===== config.mk =====
export PLATFORM = sky130hd
export DESIGN_NAME = qerv_dbus_ctrl
export DESIGN_NICKNAME = d
export VERILOG_FILES = /design/src/rtl/qerv_dbus_ctrl.sv
export SDC_FILE = /design/constraint.sdc
export NUM_CORES = 1
export LEC_CHECK = 0
export ABC_AREA = 1
export CAP_MARGIN = 20
export CORE_MARGIN = 10
export CORE_UTILIZATION = 36
export CTS_CLUSTER_DIAMETER = 30
export CTS_CLUSTER_SIZE = 10
export DETAILED_ROUTE_END_ITERATION = 7
export PLACE_DENSITY = 0.77
export SYNTH_ARGS = -nofsm -noshare
export SYNTH_HDL_FRONTEND = slang
export SYNTH_SLANG_ARGS = --single-unit

===== constraint.sdc =====
create_clock -name i_clk -period 3.6 [get_ports i_clk]
set_input_delay 0.72 -clock i_clk [delete_from_list [all_inputs] [get_ports i_clk]]
set_output_delay 0.72 -clock i_clk [all_outputs]
set_load 0.02 [all_outputs]

===== src/rtl/qerv_dbus_ctrl.sv =====
// qerv_dbus_ctrl -- data-bus controller between the core state logic and a
// single-master Wishbone-style bus (one combined cyc/stb signal).
//
// A one-cycle request from the core is checked for natural alignment. An
// aligned request opens one bus cycle. The block then waits in BUSY for
// i_wb_ack and reports completion with a one-cycle o_ack. Loads also return
// the data with a one-cycle o_load strobe. A misaligned request never reaches
// the bus. Instead it produces a one-cycle o_misalign pulse.
//
// Optional feature: define QERV_DBUS_TIMEOUT_EN to add a bus watchdog. It
// abandons a cycle that is still unacknowledged after TIMEOUT_CYCLES BUSY
// cycles and reports this with a one-cycle o_err pulse. Without the macro
// there is no counter, BUSY waits indefinitely and o_err is tied low.
//
// Parameters
//   TIMEOUT_CYCLES  watchdog limit in clock cycles (2..65536)
// Ports
//   i_clk, i_rst          rising-edge clock, asynchronous active-high reset
//   i_req                 one-cycle request from core state
//   i_we, i_word, i_half  store/load and access size, sampled with i_req
//   i_addr, i_wdat        byte address and pre-aligned store data
//   o_wb_adr/dat/sel/we   registered bus request, stable while o_wb_cyc
//   o_wb_cyc              bus cycle / strobe
//   i_wb_rdt, i_wb_ack    bus read data and acknowledge
//   o_load, o_dat         load strobe and registered load data
//   o_ack                 completion pulse
//   o_misalign            misaligned-request pulse
//   o_err                 bus-timeout pulse
//   o_busy                high while a bus cycle is open

module qerv_dbus_ctrl #(
  parameter int TIMEOUT_CYCLES = 256
) (
  input  logic        i_clk,
  input  logic        i_rst,
  input  logic        i_req,
  input  logic        i_we,
  input  logic        i_word,
  input  logic        i_half,
  input  logic [31:0] i_addr,
  input  logic [31:0] i_wdat,
  output logic [31:0] o_wb_adr,
  output logic [31:0] o_wb_dat,
  output logic [3:0]  o_wb_sel,
  output logic        o_wb_we,
  output logic        o_wb_cyc,
  input  logic [31:0] i_wb_rdt,
  input  logic        i_wb_ack,
  output logic        o_load,
  output logic [31:0] o_dat,
  output logic        o_ack,
  output logic        o_misalign,
  output logic        o_err,
  output logic        o_busy
);

  // Reject out-of-range watchdog limits at elaboration time.
  if (TIMEOUT_CYCLES < 2 || TIMEOUT_CYCLES > 65536) begin : g_bad_timeout
    $error("qerv_dbus_ctrl: TIMEOUT_CYCLES must be in 2..65536");
  end

  typedef enum logic {
    IDLE = 1'b0,
    BUSY = 1'b1
  } state_t;

  // Lane enables for an access of the given size at the given byte offset.
  function automatic logic [3:0] lane_sel(input logic       word,
                                          input logic       half,
                                          input logic [1:0] ofs);
    logic [3:0] sel;
    if (word)
      sel = 4'b1111;
    else if (half)
      sel = ofs[1] ? 4'b1100 : 4'b0011;
    else
      sel = 4'b0001 << ofs;
    return sel;
  endfunction

  // Natural alignment. Bytes are always aligned.
  function automatic logic is_aligned(input logic       word,
                                      input logic       half,
                                      input logic [1:0] ofs);
    logic ok;
    if (word)
      ok = (ofs == 2'b00);
    else if (half)
      ok = ~ofs[0];
    else
      ok = 1'b1;
    return ok;
  endfunction

  // ---------------------------------------------------------------------
  // State and registered outputs
  // ---------------------------------------------------------------------
  state_t      state_reg, state_next;
  logic [31:0] adr_reg,   adr_next;
  logic [31:0] wdat_reg,  wdat_next;
  logic [3:0]  sel_reg,   sel_next;
  logic        we_reg,    we_next;
  logic [31:0] rdat_reg,  rdat_next;
  logic        load_reg,  load_next;
  logic        ack_reg,   ack_next;
  logic        mis_reg,   mis_next;

  logic        req_aligned;
  logic [3:0]  req_sel;

  assign req_aligned = is_aligned(i_word, i_half, i_addr[1:0]);
  assign req_sel     = lane_sel(i_word, i_half, i_addr[1:0]);

`ifdef QERV_DBUS_TIMEOUT_EN
  // The counter holds (BUSY cycles elapsed - 1). It expires during the
  // TIMEOUT_CYCLES-th BUSY cycle, so its largest value is TIMEOUT_CYCLES-1.
  localparam int CNT_W = $clog2(TIMEOUT_CYCLES);
  localparam logic [CNT_W-1:0] CNT_LAST = CNT_W'(TIMEOUT_CYCLES - 1);

  logic [CNT_W-1:0] cnt_reg, cnt_next;
  logic             err_reg, err_next;
`endif

  always_ff @(posedge i_clk or posedge i_rst) begin
    if (i_rst) begin
      state_reg <= IDLE;
      adr_reg   <= '0;
      wdat_reg  <= '0;
      sel_reg   <= '0;
      we_reg    <= 1'b0;
      rdat_reg  <= '0;
      load_reg  <= 1'b0;
      ack_reg   <= 1'b0;
      mis_reg   <= 1'b0;
`ifdef QERV_DBUS_TIMEOUT_EN
      cnt_reg   <= '0;
      err_reg   <= 1'b0;
`endif
    end else begin
      state_reg <= state_next;
      adr_reg   <= adr_next;
      wdat_reg  <= wdat_next;
      sel_reg   <= sel_next;
      we_reg    <= we_next;
      rdat_reg  <= rdat_next;
      load_reg  <= load_next;
      ack_reg   <= ack_next;
      mis_reg   <= mis_next;
`ifdef QERV_DBUS_TIMEOUT_EN
      cnt_reg   <= cnt_next;
      err_reg   <= err_next;
`endif
    end
  end

  // ---------------------------------------------------------------------
  // Next-state and next-output logic
  // ---------------------------------------------------------------------
  always_comb begin
    // Bus request fields hold by default so they stay stable through BUSY.
    // Pulse outputs default low.
    state_next = state_reg;
    adr_next   = adr_reg;
    wdat_next  = wdat_reg;
    sel_next   = sel_reg;
    we_next    = we_reg;
    rdat_next  = rdat_reg;
    load_next  = 1'b0;
    ack_next   = 1'b0;
    mis_next   = 1'b0;
`ifdef QERV_DBUS_TIMEOUT_EN
    cnt_next   = cnt_reg;
    err_next   = 1'b0;
`endif

    unique case (state_reg)
      IDLE: begin
        // i_wb_ack is deliberately not looked at here.
        if (i_req) begin
          if (req_aligned) begin
            state_next = BUSY;
            adr_next   = {i_addr[31:2], 2'b00};
            wdat_next  = i_wdat;
            sel_next   = req_sel;
            we_next    = i_we;
`ifdef QERV_DBUS_TIMEOUT_EN
            cnt_next   = '0;
`endif
          end else begin
            mis_next = 1'b1;
          end
        end
      end

      BUSY: begin
        // i_req is ignored here; nothing is queued.
        if (i_wb_ack) begin
          // An ack in the expiry cycle still completes normally.
          state_next = IDLE;
          ack_next   = 1'b1;
          if (!we_reg) begin
            load_next = 1'b1;
            rdat_next = i_wb_rdt;
          end
        end
`ifdef QERV_DBUS_TIMEOUT_EN
        else if (cnt_reg == CNT_LAST) begin
          state_next = IDLE;
          err_next   = 1'b1;
        end else begin
          cnt_next = cnt_reg + 1'b1;
        end
`endif
      end

      default: state_next = IDLE;
    endcase
  end

  // ---------------------------------------------------------------------
  // Outputs
  // ---------------------------------------------------------------------
  // The bus cycle is exactly the BUSY state. Reset therefore drops it
  // without waiting for a clock edge.
  assign o_wb_cyc   = (state_reg == BUSY);
  assign o_busy     = (state_reg == BUSY);
  assign o_wb_adr   = adr_reg;
  assign o_wb_dat   = wdat_reg;
  assign o_wb_sel   = sel_reg;
  assign o_wb_we    = we_reg;
  assign o_dat      = rdat_reg;
  assign o_load     = load_reg;
  assign o_ack      = ack_reg;
  assign o_misalign = mis_reg;

`ifdef QERV_DBUS_TIMEOUT_EN
  assign o_err = err_reg;
`else
  assign o_err = 1'b0;
`endif

endmodule


==> metrics.md, run 1 <==
| Metric | Value |
|---|---|
| Area of the core | 10980 µm² |
| Sequential fraction of the synthesis area | 63.19% |
| Die Span Y | 126.4 µm |
| CTS clk-pin slew, worst paths | 60 ps |
| Max-cap violations | 0 |
| Number of antenna violations at the first check in global routing | 1 |
| Largest area contributor in the synthesized netlist | sky130_fd_sc_hd__dfrtp_1 |
| Proportion of synthesized area in mux cells | 0% |
| Crit path cell chain | clkdlybuf4s50_1 |
| Min Tclk post-route | 2187 ps |
| Relative contribution of combinational cells to total power | 38.4% |
| Min setup slack post-route | 1413 ps |
| First-pass detailed-route iteration total | 4 |
| Mean number of vias per cell | 4.721 |
| Logic depth of the worst setup path including buffers | 1 |
| Sequential standard cell area | 2577 µm² |
| # resized after CTS | 0 |
| Synthesis-to-finish area growth | 59.79% |
| Power per standard cell area | 662.6 nW/µm² |
| Clock latency on the worst-skew pair | 330 ps |
| Top cells by area, synth | sky130_fd_sc_hd__dfrtp_1 (63%), sky130_fd_sc_hd__nand2_1 (22%), sky130_fd_sc_hd__nand3_1 (8.2%) |
| Largest family of logic cells by synthesized area | simple AND/OR/NAND/NOR gates |
| Number of hold-slack violations in the final timing report | 0 |
| Post-synth top area share | 63.19% |
| Total number of nets in the final design | 756 |
| R2R Path End | o_dat[4] |
| Pins Over Slew Limit | 0 |
| CTS sink count | 103 |
| Compound-gate portion of the synthesized area | 0.3681% |
| First element of the critical path | o_busy |
| Post-synthesis simple-gate area fraction | 31.01% |
| Cts bufs inserted | 9 |
| Half-perimeter wire length after placement | 9.768 mm |
| Maximum achievable frequency | 457.2 MHz |
| Delay of the slowest cell on the worst path | 660 ps |
| Cell-internal power | 2.860 mW |
| Worst EP required | 2880 ps |
| RD Place Congestion | 0.8716 |
| Total of buffers placed on input and output ports | 206 |
| Minimum setup slack among reg-to-reg paths | 1800 ps |
| Number of levels the H-tree was split into | 3 |
| Post-synthesis instance area | 4079 µm² |
| Row count | 38 |
| Worst Tran Pin Value | 705.9 ps |
| Total Routing Usage GR | 15.94% |
| Dpl ws | 1112 ps |
| Wl on met1 | 5.199 mm |
| Number of synthesis warnings | 0 |
| Detail-routed net length per standard cell | 16.52 µm |
| Kind of end point of the critical path | primary output |
| Starting utilization of the core area | 37.14% |
| RSZ-0062 raised after global routing | no |
| Data arrival time of the worst path | 1470 ps |
| Global-route wire length before repair | 20.84 mm |
| Mean area per synthesized cell | 8.848 µm² |
| Total vias in the final route | 3758 |
| Drt drc | 0 |
| CTS root buffer | sky130_fd_sc_hd__clkbuf_16 |
| Setup repair bufs after CTS | 0 |
| Psw | 1.459 mW |
| Part of the power in registers | 38.5% |
| Critical Setup Path Class | register to primary output |
| Kind of start point of the critical path | register |
| Critical path capture point | o_busy |
| Final setup TNS | 0 ps |
| Fraction of final layout cells with drive strength greater than 1 | 3.659% |
| Routed wl met3 | 1.391 mm |
| IR drop worst, VDD | 0.3665 mV |
| Num ports | 210 |
| Proportion of total power due to net switching | 33.78% |
| Pin count of the biggest net entering global routing | 69 |
| Count of state elements after synthesis | 103 |
| Count of nets left with antenna violations after detail routing | 0 |
| Worst flop-to-flop path startpoint | o_busy |
| Area share of fa/ha/maj cells after synthesis | 0% |
| Slew HR | 52.77% |
| Maximum clock path buffer count | 2 |
| Detailed route wirelength on metal2 | 6.345 mm |
| Worst min-delay path category | register to register |
| Number of buffer and inverter stages on the critical path | 1 |
| Number of global-route vias before repair | 3781 |
| Relative contribution of the clock network to total power | 23.1% |
| Cts-stage hold buffer count | 0 |
| Antenna diodes | 0 |
| Multi-input gate area | 1301 µm² |
| Crit-path leading delay family | buffers and inverters |
| Distinct cell type count after synthesis | 16 |
| Period utilisation layout | 60.76% |
| Synthesized-area fraction occupied by xor and xnor cells | 0% |
| Instance count of the mapped netlist | 461 |
| Die Wd | 126.4 µm |
| Die Area | 15990 µm² |
| TritonCTS clock tree | yes |
| Outcome | finished, final reports clean |
| Drt first-iter violations | 229 |
| Top layer in use | met4 |
| Worst Path Max Fanout | 6 |
| Static leakage | 3.185 nW |
| Cell depth of the worst flop-to-flop path | 6 |
| Worst clock skew | 5.540 ps |
| Final setup violation count | 0 |
| Crit path max-delay cell type | sky130_fd_sc_hd__clkdlybuf4s50_1 |
| Total of fill cells in the finished design | 963 |
| Total wirelength of the detailed-routed design | 13.15 mm |
| Total congestion overflow after global routing | 0 |
## synthesized netlist by cell type, drive strengths merged
master  instances
nand2         243
clkinv          1
nand3          67
buf            27
or2             1
clkbuf          5
inv             8
nor3            1
nor2            1
conb            1
dfrtp         103
o21ai           3
## power by group through the flow
stage	sequential, mW	combinational, mW	clock (mW)
floorplan	2.06	0.367	0
global placement	1.67	1.65	0
detailed placement	1.68	1.68	0
CTS	1.67	1.69	1.03
global route	1.70	1.78	1.08
finish	1.66	1.66	0.997
## cell families (layout without fill, tap and decap cells)
| kind of cell | after synthesis | count (layout) |
|---|---|---|
| flip-flops | 103 | 103 |
| AO/OA/AOI/OAI | 3 | 3 |
| buffers and inverters | 41 | 234 |
| AND/OR/NAND/NOR | 313 | 313 |
| other | 1 | 3 |
## state kept, by name, summed over array words and instances, names as in the netlist
signal / cells
o_wb_adr: 30
o_wb_we: 1
o_misalign: 1
o_load: 1
o_wb_sel: 4
o_ack: 1
o_wb_dat: 32
o_busy: 1
o_dat: 32
## layout by cell type (no fill, tap or decap)
master,Yosys,layout
sky130_fd_sc_hd__nor2_4,0,1
sky130_fd_sc_hd__clkdlybuf4s50_1,0,206
sky130_fd_sc_hd__bufinv_16,0,2
sky130_fd_sc_hd__nand2_1,243,241
sky130_fd_sc_hd__clkbuf_1,5,1
sky130_fd_sc_hd__clkbuf_16,0,9
sky130_fd_sc_hd__dfrtp_1,103,103
sky130_fd_sc_hd__clkinv_2,1,2
sky130_fd_sc_hd__conb_1,1,3
sky130_fd_sc_hd__clkinvlp_4,0,1
sky130_fd_sc_hd__o21ai_0,3,3
sky130_fd_sc_hd__buf_4,10,3
sky130_fd_sc_hd__inv_1,7,6
sky130_fd_sc_hd__inv_2,1,1
sky130_fd_sc_hd__buf_12,0,2
sky130_fd_sc_hd__nand3_1,67,67
sky130_fd_sc_hd__or2_1,1,1
sky130_fd_sc_hd__inv_4,0,1
sky130_fd_sc_hd__nor3_1,1,1
sky130_fd_sc_hd__nand2_2,0,2
## per-stage QoR
stage          hold WS (ps)  power, mW  std cells  cell area [µm²]  util (%)
2_1_floorplan         578.1      2.430        463             4086         -
3_3_place_gp          453.2      3.324        782             6216     56.60
3_5_place_dp          457.4      3.363        782             6216     56.60
4_1_cts               473.2      4.381        796             6518     59.34
5_1_grt               489.2      4.567        796             6518     59.34
6_report              468.1      4.319        796             6518     59.34
## routing by layer
metal  GRT usage (%)  vias to the layer above
met5               0                        -
met4           5.358                        0
met3           6.830                       15
met2           25.73                      149
met1           18.65                     1778
li1                -                     1816
## layout make-up
type                            count  share of cell area, %
Tap cell                          140                  2.688
Multi-Input combinational cell    319                  19.97
Clock buffer                       10                  3.513
Clock inverter                      4                  1.113
Sequential cell                   103                  39.55
Timing Repair Buffer              211                  32.60
Inverter                            9                 0.5759
## worst min-delay path by stage
stage                 start            to  slack, ps  depth (start not counted)
2_1_floorplan  o_wb_adr[25]  o_wb_adr[25]        580                          2
3_3_place_gp   o_wb_adr[12]  o_wb_adr[12]        450                          2
3_5_place_dp    o_wb_dat[4]   o_wb_dat[4]        460                          2
4_1_cts         o_wb_dat[4]   o_wb_dat[4]        470                          2
5_1_grt        o_wb_adr[28]  o_wb_adr[28]        490                          2
6_report        o_wb_dat[4]   o_wb_dat[4]        470                          2
No activity file was read; power rests on OpenSTA's default activity.
==> run 2, diff against run 1 <==
- clock period: 3.6 -> 1.75 ns (I/O delays scaled with it)
==> metrics.md, run 2 (synthesized netlist as in run 1, its figures left out) <==
| Metric | Value |
|---|---|
| Area of the core | 10980 µm² |
| Number of antenna violations at the first check in global routing | 1 |
| Sequential standard cell area | 2577 µm² |
| Number of levels the H-tree was split into | 3 |
| Worst clock skew | 6.348 ps |
| Pins Over Slew Limit | 0 |
| Total wirelength of the detailed-routed design | 13.46 mm |
| Final instance area | 6705 µm² |
| Top layer in use | met4 |
| Cts bufs inserted | 9 |
| Dpl ws | 21.13 ps |
| Period utilisation layout | 96.74% |
| Number of placed instances with taps included | 792 |
| Number of buffer and inverter stages on the critical path | 1 |
| Critical Setup Path Class | register to primary output |
| TritonCTS clock tree | yes |
| RSZ-0062 raised after global routing | no |
| Total Routing Usage GR | 16.38% |
| Crit path max-delay cell type | sky130_fd_sc_hd__clkdlybuf4s50_1 |
| Wl on met1 | 5.022 mm |
| Maximum achievable frequency | 590.7 MHz |
| Fraction of final layout cells with drive strength greater than 1 | 5.539% |
| Core utilization of the finished layout | 61.05% |
| Total of fill cells in the finished design | 930 |
| Leading cell type in the layout, fill and taps excluded | sky130_fd_sc_hd__nand2_1 |
| Kind of start point of the critical path | register |
| Static leakage | 3.285 nW |
| Detail-routed net length per standard cell | 16.64 µm |
| Drt first-iter violations | 214 |
| Mean number of vias per cell | 4.690 |
| Row count | 38 |
| Die Span Y | 126.4 µm |
| Outcome | finished, final reports clean |
| Number of global-route vias before repair | 3963 |
| Post-route insts no fill | 809 |
| Drt drc | 0 |
| Worst Path Max Fanout | 3 |
| Number of hold-slack violations in the final timing report | 0 |
| Worst min-delay path category | input pin to async pin |
| Die Area | 15990 µm² |
| Final-layout worst hold slack | 324.6 ps |
| Multi-input gate area | 1301 µm² |
| Highest-count cells in the layout ignoring fill and taps | sky130_fd_sc_hd__nand2_1 (241), sky130_fd_sc_hd__clkdlybuf4s50_1 (205), sky130_fd_sc_hd__dfrtp_1 (103) |
| Half-perimeter wire length after placement | 10.56 mm |
| Kind of end point of the critical path | primary output |
| Count of nets left with antenna violations after detail routing | 0 |
| Power per standard cell area | 1355 nW/µm² |
| Total power of the final layout | 9.086 mW |
| Crit path cell chain | clkdlybuf4s50_1 |
| Delay of the slowest cell on the worst path | 630 ps |
| Final setup TNS | 0 ps |
| Starting utilization of the core area | 37.14% |
| Final setup violation count | 0 |
| Detailed route wirelength on metal2 | 6.879 mm |
| Worst EP required | 1400 ps |
| Synthesis-to-finish area growth | 64.39% |
| Num ports | 210 |
| Clock latency on the worst-skew pair | 330 ps |
| Global-route wire length before repair | 21.35 mm |
| Total congestion overflow after global routing | 0 |
| Crit-path leading delay family | buffers and inverters |
| Routed wl met3 | 1.358 mm |
| IR drop worst, VDD | 0.7050 mV |
| Pin count of the biggest net entering global routing | 41 |
| Area post-placement | 6367 µm² |
| RD Place Congestion | 0.8762 |
| CTS sink count | 103 |
| CTS root buffer | sky130_fd_sc_hd__clkbuf_16 |
| First-pass detailed-route iteration total | 4 |
| Max-cap violations | 0 |
| Total of buffers placed on input and output ports | 206 |
| Maximum clock path buffer count | 2 |
| Min Tclk post-route | 1693 ps |
| Min setup slack post-route | 57.04 ps |
| Die Wd | 126.4 µm |
| Total number of nets in the final design | 766 |
| Total vias in the final route | 3794 |
| Data arrival time of the worst path | 1340 ps |
| CTS clk-pin slew, worst paths | 70 ps |
[run 2: per-layer routing]
| layer | up-vias | track usage [%] |
|---|---|---|
| met5 | - | 0 |
| met4 | 0 | 5.090 |
| met3 | 14 | 6.372 |
| met2 | 146 | 27.92 |
| met1 | 1805 | 18.49 |
| li1 | 1829 | - |
[run 2: worst paths after layout]
path,startpoint,end,slack [ps],depth (start not counted)
max,o_busy,o_busy,60,1
min,i_rst,o_wb_dat[11],320,2
max reg2reg,o_busy,o_dat[29],340,7
min reg2reg,o_wb_dat[5],o_wb_dat[5],470,2
max in group asynchronous,i_rst,o_dat[26],940,3
min in group i_clk,o_wb_dat[5],o_wb_dat[5],470,2
[run 2: repair_timing]
action | CTS | global route
setup endpoints to repair | 0 | 1
hold buffers | 0 | 0
resized for setup | 0 | 1
buffers inserted | 0 | 0
[run 2: final cells by class]
type | instances | area share (%)
multi-input cells | 319 | 19.41
clock inverters | 5 | 1.194
repair buffers | 221 | 33.96
well taps | 140 | 2.612
flip-flops and latches | 103 | 38.44
clock buffers | 11 | 3.769
inverters | 9 | 0.5785
diodes | 1 | 0.03732
[run 2: where the power goes]
| part | leakage [nW] | switching (mW) | internal (mW) |
|---|---|---|---|
| Sequential | 1.28 | 0.371 | 3.04 |
| Clock | 0.158 | 0.841 | 1.33 |
| Combinational | 1.85 | 1.84 | 1.66 |
| Total | 3.28 | 3.06 | 6.03 |
